--- config.mk ---
export PLATFORM = sky130hd
export DESIGN_NAME = edge_synth
export DESIGN_NICKNAME = d
export VERILOG_FILES = /design/src/rtl/edge_synth_pkg.sv /design/src/rtl/edge_synth_hold.sv /design/src/rtl/edge_synth.sv
export SDC_FILE = /design/constraint.sdc
export NUM_CORES = 1
export LEC_CHECK = 0
export ABC_AREA = 1
export BUFFER_PORTS_ARGS = -buffer_cell sky130_fd_sc_hd__buf_2
export CORE_MARGIN = 2
export CORE_UTILIZATION = 45
export CTS_CLUSTER_DIAMETER = 60
export CTS_CLUSTER_SIZE = 40
export DETAILED_ROUTE_END_ITERATION = 6
export GPL_TIMING_DRIVEN = 1
export PLACE_DENSITY_LB_ADDON = 0.08
export REMOVE_ABC_BUFFERS = 1
export SETUP_SLACK_MARGIN = 0.02
export SLEW_MARGIN = 20
export SYNTH_ARGS = -nofsm -noshare
export SYNTH_HDL_FRONTEND = slang
export SYNTH_HIERARCHICAL = 1
export SYNTH_SLANG_ARGS = --single-unit
--- constraint.sdc ---
create_clock -name clk -period 2 [get_ports clk]
set_input_delay 0.4 -clock clk [delete_from_list [all_inputs] [get_ports clk]]
set_output_delay 0.4 -clock clk [all_outputs]
set_load 0.02 [all_outputs]
--- src/rtl/edge_synth_pkg.sv ---
// Shared types and constants for the edge synthesizer: state encoding,
// hold counter width and the default minimum hold length.
package edge_synth_pkg;

  localparam int MIN_HOLD_DEFAULT = 4;
  localparam int HOLD_W           = 8;

  // Bit 0 is the output level and bit 1 marks a hold interval, so both
  // d_out and busy come straight from state flops.
  typedef enum logic [1:0] {
    LOW       = 2'b00,
    HIGH      = 2'b01,
    LOW_HOLD  = 2'b10,
    HIGH_HOLD = 2'b11
  } edge_state_t;

  function automatic edge_state_t hold_state(input logic level);
    return level ? HIGH_HOLD : LOW_HOLD;
  endfunction

endpackage

--- src/rtl/edge_synth_hold.sv ---
// Hold interval counter: loadable down-counter that stops at zero and
// reports a zero flag.
module hold_counter
  import edge_synth_pkg::*;
(
  input  logic              clk,
  input  logic              reset,
  input  logic              load,
  input  logic [HOLD_W-1:0] load_val,
  input  logic              dec,
  output logic              zero
);

  logic [HOLD_W-1:0] count;

  always_ff @(posedge clk) begin
    if (reset) begin
      count <= '0;
    end else if (load) begin
      count <= load_val;
    end else if (dec && (count != '0)) begin
      count <= count - 1'b1;
    end
  end

  assign zero = (count == '0);

endmodule

--- src/rtl/edge_synth.sv ---
// Edge synthesizer: turns rise/fall requests into a level that holds at least
// MIN_HOLD cycles per edge, queuing one opposite request. Optional err_cnt
// port is compiled in with EDGE_SYNTH_ERR_CNT_EN.
module edge_synth
  import edge_synth_pkg::*;
#(
  parameter int MIN_HOLD  = MIN_HOLD_DEFAULT,
  parameter int ERR_CNT_W = 8
) (
  input  logic                 clk,
  input  logic                 reset,
  input  logic                 rise_req,
  input  logic                 fall_req,
  output logic                 d_out,
  output logic                 busy,
  output logic                 pending,
  output logic                 err,
`ifdef EDGE_SYNTH_ERR_CNT_EN
  output logic [ERR_CNT_W-1:0] err_cnt,
`endif
  output logic [1:0]           state
);

  if (MIN_HOLD < 1 || MIN_HOLD > 255 || ERR_CNT_W < 1) begin : g_bad_param
    $error("edge_synth: MIN_HOLD must be 1..255 and ERR_CNT_W at least 1");
  end

  localparam logic [HOLD_W-1:0] RELOAD = HOLD_W'(MIN_HOLD - 1);

  edge_state_t cur_state;
  edge_state_t next_state;
  logic        pend_q;
  logic        pend_d;
  logic        err_d;
  logic        load;
  logic        zero;
  logic        level;
  logic        any_req;
  logic        opp_req;
  logic        accept;

  // Request classification: only a lone request for the opposite level is
  // ever accepted, and only while the single queue slot is free.
  assign level   = cur_state[0];
  assign any_req = rise_req | fall_req;
  assign opp_req = (rise_req ^ fall_req) && (level ? fall_req : rise_req);
  assign accept  = opp_req && !pend_q;

  hold_counter u_hold (
    .clk      (clk),
    .reset    (reset),
    .load     (load),
    .load_val (RELOAD),
    .dec      (cur_state[1]),
    .zero     (zero)
  );

  always_ff @(posedge clk) begin
    if (reset) begin
      cur_state <= LOW;
      pend_q    <= 1'b0;
      err       <= 1'b0;
    end else begin
      cur_state <= next_state;
      pend_q    <= pend_d;
      err       <= err_d;
    end
  end

  always_comb begin
    next_state = cur_state;
    pend_d     = pend_q;
    load       = 1'b0;
    err_d      = any_req && !accept;
    case (cur_state)
      LOW, HIGH: begin
        if (accept) begin
          next_state = hold_state(!level);
          load       = 1'b1;
        end
      end
      default: begin
        // A request landing on the last hold cycle toggles at the very next
        // edge, exactly as if it had been queued earlier.
        if (zero) begin
          if (pend_q || accept) begin
            next_state = hold_state(!level);
            load       = 1'b1;
            pend_d     = 1'b0;
          end else begin
            next_state = level ? HIGH : LOW;
          end
        end else if (accept) begin
          pend_d = 1'b1;
        end
      end
    endcase
  end

  always_comb begin
    d_out   = cur_state[0];
    busy    = cur_state[1];
    pending = pend_q;
    state   = cur_state;
  end

`ifdef EDGE_SYNTH_ERR_CNT_EN
  always_ff @(posedge clk) begin
    if (reset) begin
      err_cnt <= '0;
    end else if (err_d && (err_cnt != '1)) begin
      err_cnt <= err_cnt + 1'b1;
    end
  end
`endif

endmodule

== Word-level counts from Yosys, hierarchy flattened ==
Index checks and enable logic that the tools add are counted.

* Register bits after elaboration: 12
* Bits in latches: 0
* Memory bits (writable): 0
* Memory bits (read-only): 0
* Input bits: 4
* Output and inout port bits: 6
* Word-level logic and storage cells: 45
* Memories: 0

* $add $sub $neg: 1
* $mul: 0
* Div/mod/pow operators: 0
* Order comparisons: 0
* Equality and inequality tests: 3
* Shifts and indexed selects: 0
* Multiplexer cells: 16
* Bitwise operators: 3
* Reduce and logical (&&, ||, !) cells: 17

{| class="wikitable"
|+ Operators by type and width
! cell !! number
|-
| $mux 2 || 6
|-
| $mux 1 || 10
|-
| $logic_not 8->1 || 1
|-
| $reduce_bool 8->1 || 1
|-
| $sub 8x1->8 const B || 1
|-
| $reduce_bool 2->1 || 3
|-
| $logic_and 1x1->1 || 4
|-
| $ne 2x2->1 const B || 2
|-
| $reduce_or 2->1 || 2
|-
| $reduce_and 3->1 || 1
|-
| $eq 2x1->1 const B || 1
|-
| $logic_not 1->1 || 2
|-
| $logic_not 2->1 || 1
|-
| $reduce_and 2->1 || 1
|-
| $logic_or 1x1->1 || 1
|-
| $not 1->1 || 1
|-
| $or 1x1->1 || 1
|-
| $xor 1x1->1 || 1
|}

== Logic depth before layout (Yosys ltp) ==
Gate-level depths: netlist of the first run.

* Depth in word-level cells: 8
* Mapped depth: 14
* Gate-level depth less buffers: 13

== Hierarchy ==
Netlist of the first run, hierarchy kept.

{| class="wikitable"
|+ By module, submodules not included
! module !! instances !! cells each !! area an instance (µm²) !! seq. area each (µm²)
|-
| hold_counter || 1 || 104 || 600.6 || 160.2
|-
| edge_synth || 1 || 37 || 250.2 || 80.1
|}

== Worst setup path after synthesis of the first run ==
Ideal clock, no wire load.

* Path type: register -> register
* Start point: reg u_hold.count[0]
* End point: reg u_hold.count[1]
* Setup time: 0.113 ns
* Data arrival time: 1.747 ns
* Required time: 1.887 ns
* Slack: 0.139 ns
* Cell stages (with the launch flop): 15
* Buffers on the path: 1
* Clock period less this slack: 1.861 ns
* Path through: dfxtp_1 inv_1 ha_1 nand2_1 nor2_1 inv_1 nand2_1 nand2_1 nor2_1 clkbuf_1 inv_2 nand2_4 clkinv_2 nor2_1 nor2_1

* Word-level cells in the longest chain between the ends: 4
* Elaborated cells between the ends (all ways): 9
* Those cells by class: 1 x add/sub; 4 x mux; 4 x reduce/logical

{| class="wikitable"
|+ Ends and longest elaborated chain
! what !! line !! source
|-
| from (decl) || edge_synth_hold.sv:14 || <nowiki>logic [HOLD_W-1:0] count;</nowiki>
|-
| from (signal assigned) || edge_synth_hold.sv:20 || <nowiki>count <= load_val;</nowiki>
|-
| from (signal assigned) || edge_synth_hold.sv:22 || <nowiki>count <= count - 1'b1;</nowiki>
|-
| $logic_not 8->1 * || edge_synth_hold.sv:26 || <nowiki>assign zero = (count == '0);</nowiki>
|-
| net zero || edge_synth.sv:36 || <nowiki>logic zero;</nowiki>
|-
| $mux 1 * || edge_synth.sv:85 || <nowiki>if (zero) begin</nowiki>
|-
| $mux 1 * || edge_synth.sv:75 || <nowiki>case (cur_state)</nowiki>
|-
| net load || edge_synth.sv:35 || <nowiki>logic load;</nowiki>
|-
| $mux 2 / $reduce_bool 2->1 (equally long branches) || n/a ||
|}

Mark *: on every way through the listed nets, which the timed path passes. The rest lies on a longest branch. The select of a mux whose other input is x is not followed.
A chain may end at the register's enable or synchronous reset.

== Final worst setup path of the first run ==
* Start point: reg u_hold.count[1]
* End point: reg u_hold.count[7]

* Word-level cells in the longest chain between the ends: 4
* Elaborated cells between the ends (all ways): 7
* Those cells by class: 1 x add/sub; 2 x mux; 4 x reduce/logical

{| class="wikitable"
|+ Ends and longest elaborated chain
! what !! line
|-
| $logic_not 8->1 || edge_synth_hold.sv:26
|-
| net zero || edge_synth.sv:36
|-
| $mux 1 || edge_synth.sv:85
|-
| $mux 1 || edge_synth.sv:75
|-
| net load || edge_synth.sv:35
|-
| $reduce_or 2->1 (no source line) || n/a
|}

The timed path passes the listed nets, and every way through them passes these cells.

==> results of run 1 <==
==> state kept, by name (all words and copies together), names as in the netlist <==
register	cells
u_hold/count	8
state	2
pending	1
err	1
==> final timing paths <==
kind | end | slack (ns) | depth (start not counted)
hold / removal | u_hold/count[4] | 0.41 | 2
setup / recovery | u_hold/count[7] | 0.27 | 13
hold reg to reg | u_hold/count[0] | 0.50 | 2
setup reg to reg | u_hold/count[7] | 0.27 | 13
==> layout by cell type (no fill, tap or decap), drive strengths merged <==
master   n
buf     12
ha       3
nor3     2
a21oi    4
clkbuf   3
nor2    18
dfxtp   12
xnor2    1
inv     26
o21ai    5
clkinv   1
nand4    2
nand3   18
nand2   44
conb     8
==> stage by stage <==
| stage | hold slack, ns | cells |
|---|---|---|
| after floorplan | 0.468 | 144 |
| after global placement | 0.509 | 181 |
| after detailed placement | 0.486 | 181 |
| after CTS | 0.413 | 184 |
| after global routing | 0.432 | 184 |
| final | 0.414 | 184 |
==> power by group <==
part / total [uW] / switching [uW] / leakage, uW / internal, uW
logic: 988 / 613 / 0.000427 / 375
registers: 411 / 91.3 / 0.0000988 / 319
clock network: 146 / 76.1 / 0.0000138 / 69.4
total: 1540 / 781 / 0.000539 / 764
==> cells by family after synthesis <==
group | synth area share
xor gates and xnor gates | 0.0103
other | 0.00883
DFF | 0.282
adders and majority gates | 0.0441
AOI/OAI and AO/OA | 0.0529
and+or+nand+nor | 0.459
buffers and inverters | 0.143
==> cell type report <==
| type | instances | area, um2 |
|---|---|---|
| Multi-Input combinational cell | 105 | 517 |
| Tap cell | 25 | 31.3 |
| Timing Repair Buffer | 12 | 67.6 |
| Sequential cell | 12 | 240 |
| Inverter | 27 | 103 |
| Fill cell | 189 | 764 |
| Clock buffer | 3 | 22.5 |
==> worst register-to-register path, cell delays in order (launching register included) <==
cell and delay [ns]:
dfxtp_1 0.33, inv_1 0.07, ha_1 0.15, nand2_1 0.07
nor2_1 0.14, inv_1 0.05, nand2_1 0.09, nand2_1 0.07
nor2_1 0.17, inv_2 0.12, nand3_1 0.14, nor2_1 0.06
nor2_1 0.10, nor2_1 0.04
==> what timing repair did <==
action                                  in CTS  in global routing
endpoints found under the hold margin        0                  0
endpoints found under the setup margin       0                  2
gates resized for setup                      0                  1
==> metal layers <==
metal	track usage	share of wire
met4	0.0889	0.0077
met1	0.234	0.50
met3	0.0264	0.040
met2	0.278	0.45
met5	0	0
==> flow_metrics.tcl, run 1 <==
set metrics [dict create \
    place.gp.congestion 0.865 \
    synth_top_area_share 0.282 \
    drive_gt1_frac 0.201 \
    pin_count 10 \
    layout.nets 168 \
    portBuffers 9 \
    clk_pin_slew_ns 0.08 \
    drtPass1Iterations 4 \
    ys.flop_type "dfxtp_1" \
    num_vias 825 \
    drt_wl_total_um 1690 \
    cts.sinks 12 \
    dp_hpwl_um 1380 \
    clk_path_buf_depth 2 \
    yosysMostFrequentCell "nand2_1" \
    grt_max_degree 11 \
    final_max_slew_viol_count 0 \
    path_cells "inv_1 > ha_1 > nand2_1 > nor2_1 > inv_1 > nand2_1 > nand2_1 > nor2_1 > inv_2 > nand3_1 > nor2_1 > nor2_1 > nor2_1" \
    vias_per_cell 4.48 \
    grt_pass1_vias 700 \
    final.setup.worst_slack_ns 0.267 \
    hold_class "input pin to register" \
    start_util 0.487 \
    final_util 0.562 \
    hold_viol 0 \
    drt-initial-drc-count 25 \
    clock_latency_ns 0.27 \
    fmax_mhz 577 \
    ctsHoldBuffers 0 \
    die_w_um 47.5 \
    yosysTopAreaCell "dfxtp_1" \
    syn_avg_cell_area_um2 6.03 \
    cpMaxStageDelayCell "dfxtp_1" \
    antenna_cells 0 \
    grt_pass1_wl_um 2820 \
    post_synth_num_cell_types 22 \
    p_per_area_mw_per_mm2 1570 \
    worstReg2RegStart "u_hold/count[1]" \
    num_rows 15 \
    synthTopCellsByArea "dfxtp_1 28%, nand2_1 16%, nand3_1 9.4%" \
    synth_seq_cells 12 \
    ys_seq_area_frac 0.282 \
    maxCapViolCount 0 \
    path_buf_inv 3 \
    synth_edf_count 0 \
    synthArstFlopShare 0 \
    cts_root_buffer "clkbuf_4" \
    wl_per_cell_um 9.17 \
    worstSetupStartpointType "register" \
    min_from "reset" \
    die-area_mm2 0.00225 \
    htreeDepth 1 \
    synth_cells 141 \
    critPathLaunch "u_hold/count[1]" \
    finalClockSkew_ns 0.00808 \
    syn_to_final_growth_pct 15.3 \
    p_total_uw 1540 \
    ant_nets 0 \
    cpMostUsedCell "nor2_1" \
    cp.required_ns 2.15 \
    p_leak_uw 0.000539 \
    die_h_um 47.5 \
    synth_area_um2 851 \
    cts_buffers 3 \
    pre_cts_slack_ns 0.204 \
    antenna_found_initial 0 \
    timing.final.crit_period_ns 1.73 \
    ir_worst_vdd_v 0.000684 \
    cp_top_family "simple AND/OR/NAND/NOR gates" \
    final.setup.tns_ns 0 \
    drcViolationCount 0 \
    design_area_um2 981 \
    finalSetupViolCount 0 \
    rsz0062_at_grt "false" \
    synth_common_cells "37 x nand2_1, 21 x inv_1, 17 x nor2_1" \
    cts_setup_buffers 0 \
    track_usage 0.177 \
    cp.arrival_ns 1.89 \
    gr-total-overflow 0 \
    place_area_um2 953 \
    status "finished clean" \
    core_area_mm2 0.00175 \
    yosys_warnings 6 \
    critPathMaxStageDelay_ns 0.33 \
    worstSetupPathType "register to register" \
    crit_fanout 10 \
    cts_tree "yes" \
    endpoint_kind "register" \
    post-route-period-util 0.867 \
]
(Power assumes the default switching activity.)
==> run 2, diff against run 1 <==
- HOLD_SLACK_MARGIN: default -> 0.08
- PLACE_DENSITY: default -> 0.75
- PLACE_DENSITY_LB_ADDON: 0.08 -> default
==> run 2 against run 1 <==
  * Cell count is 0.54% lower
  * Sequential share of layout area is 0.25 points higher
  * Maximum frequency increased by 0.46%
  * Worst hold slack got worse by 0.0029 ns
  * Largest power group unchanged
  * Clock skew is 0.0070 ns lower
  * Utilization down 0.57 points
  * Critical path depth shrank 1
  * Largest cell class unchanged
  * Sequential cell count unchanged
==> flow_metrics.tcl, run 2 (synthesis gave the netlist of run 1 again) <==
set metrics [dict create \
    cp.required_ns 2.16 \
    drt-initial-drc-count 7 \
    die-area_mm2 0.00225 \
    place_area_um2 946 \
    layout_common_cells "37 x nand2_1, 21 x inv_1, 16 x nor2_1, 16 x nand3_1, 12 x dfxtp_1" \
    ctsHoldBuffers 0 \
    path_cells "nor2_2 > nand2_2 > nor2_1 > inv_1 > nand2_1 > nand2_1 > nor2_1 > inv_2 > nand3_1 > nor2_1 > nor2_1 > nor2_1" \
    pin_count 10 \
    critPathLaunch "u_hold/count[2]" \
    cpMaxStageDelayCell "dfxtp_1" \
    p_leak_uw 0.000533 \
    regMostFlops "u_hold/count" \
    clock_latency_ns 0.26 \
    syn_to_final_growth_pct 14.1 \
    final.setup.tns_ns 0 \
    wl_per_cell_um 8.81 \
    r2r_end "u_hold/count[7]" \
    die_h_um 47.5 \
    worstReg2RegStart "u_hold/count[2]" \
    clk_pin_slew_ns 0.07 \
    cts_root_buffer "clkbuf_4" \
    largest_reg_flops 8 \
    place.gp.congestion 0.842 \
    num_vias 803 \
    hold_class "input pin to register" \
    cts_buffers 3 \
    endpoint_kind "register" \
    fmax_mhz 580 \
    design_area_um2 971 \
    status "finished clean" \
    final_util 0.556 \
    finalClockSkew_ns 0.00112 \
    num_rows 15 \
    cpMostUsedCell "nor2_1" \
    holdPathStages 2 \
    vias_per_cell 4.39 \
    start_util 0.487 \
    ir_worst_vdd_v 0.000752 \
    layout.nets 167 \
    cts.sinks 12 \
    grt_pass1_vias 690 \
    grt_max_degree 11 \
    gr-total-overflow 0 \
    worstSetupStartpointType "register" \
    drive_gt1_frac 0.203 \
    drcViolationCount 0 \
    portBuffers 9 \
    hold_end "u_hold/count[2]" \
    cts_setup_buffers 0 \
    cts_tree "yes" \
    cp.arrival_ns 1.88 \
    dp_hpwl_um 1380 \
    timing.final.crit_period_ns 1.73 \
    drtPass1Iterations 4 \
    clk_path_buf_depth 2 \
    p_total_uw 1520 \
    drt_wl_total_um 1610 \
    post-route-period-util 0.863 \
    antenna_found_initial 0 \
    hold_viol 0 \
    finalSetupViolCount 0 \
    core_area_mm2 0.00175 \
    grt_pass1_wl_um 2810 \
    rr_worst_depth 12 \
    track_usage 0.180 \
    p_per_area_mw_per_mm2 1570 \
    htreeDepth 1 \
    mostFrequentLayoutCell "nand2_1" \
    ant_nets 0 \
    maxCapViolCount 0 \
    die_w_um 47.5 \
    critPathMaxStageDelay_ns 0.35 \
    rsz0062_at_grt "false" \
    rrSetupSlack_ns 0.27 \
    worstSetupPathType "register to register" \
    final_max_slew_viol_count 0 \
    crit_fanout 10 \
    antenna_cells 0 \
    min_from "reset" \
]
==> run 2: changes by cell type in the layout (fill, tap and decap cells not counted), sizes merged <==
cell	before	now
buf	12	11
==> run 2: worst max-delay path by stage <==
| stage | endpoint | slack [ns] | cells after the start |
|---|---|---|---|
| final | u_hold/count[7] | 0.27 | 12 |
| after global routing | u_hold/count[7] | 0.03 | 12 |
| after CTS | u_hold/count[7] | 0.26 | 12 |
| after detailed placement | u_hold/count[2] | 0.19 | 11 |
| after floorplan | u_hold/count[1] | 0.08 | 13 |
| after global placement | u_hold/count[7] | 0.27 | 12 |
==> run 2: what timing repair did <==
item	CTS	global route
endpoints found under the setup margin	0	1
resized for setup	0	1
endpoints found under the hold margin	0	0
==> run 2: power by group <==
part	switching [uW]	internal, uW	total, uW
registers	97.5	320	417
logic	604	362	966
clock network	71.4	69.5	141
total	773	751	1520
==> run 2: per-stage QoR <==
| step | cells | hold slack [ns] | setup WS, ns |
|---|---|---|---|
| after global placement | 180 | 0.494 | 0.267 |
| after floorplan | 144 | 0.468 | 0.0827 |
| after CTS | 183 | 0.406 | 0.257 |
| final | 183 | 0.411 | 0.275 |
| after detailed placement | 180 | 0.496 | 0.186 |
| after global routing | 183 | 0.409 | 0.0265 |
==> run 2: layout make-up <==
type,count,area (um2)
Tap cell,25,31.3
Fill cell,187,774
Clock buffer,3,22.5
Sequential cell,12,240
Timing Repair Buffer,11,60.1
Inverter,27,103
Multi-Input combinational cell,105,514
==> run 2: critical path, delay by kind of cell (launching register included) <==
family / cells / cell delay [ns]
and+or+nand+nor: 10 / 1.10
DFF: 1 / 0.35
buffers and inverters: 2 / 0.17
==> run 2: metal layers <==
metal | vias up | wire length, um | track usage | part of all wire
met2 | 11 | 804 | 0.289 | 0.50
met1 | 336 | 774 | 0.234 | 0.48
li1 | 456 | - | - | -
met5 | - | 0 | 0 | 0
met4 | 0 | 0 | 0.0833 | 0
met3 | 0 | 35 | 0.0340 | 0.022
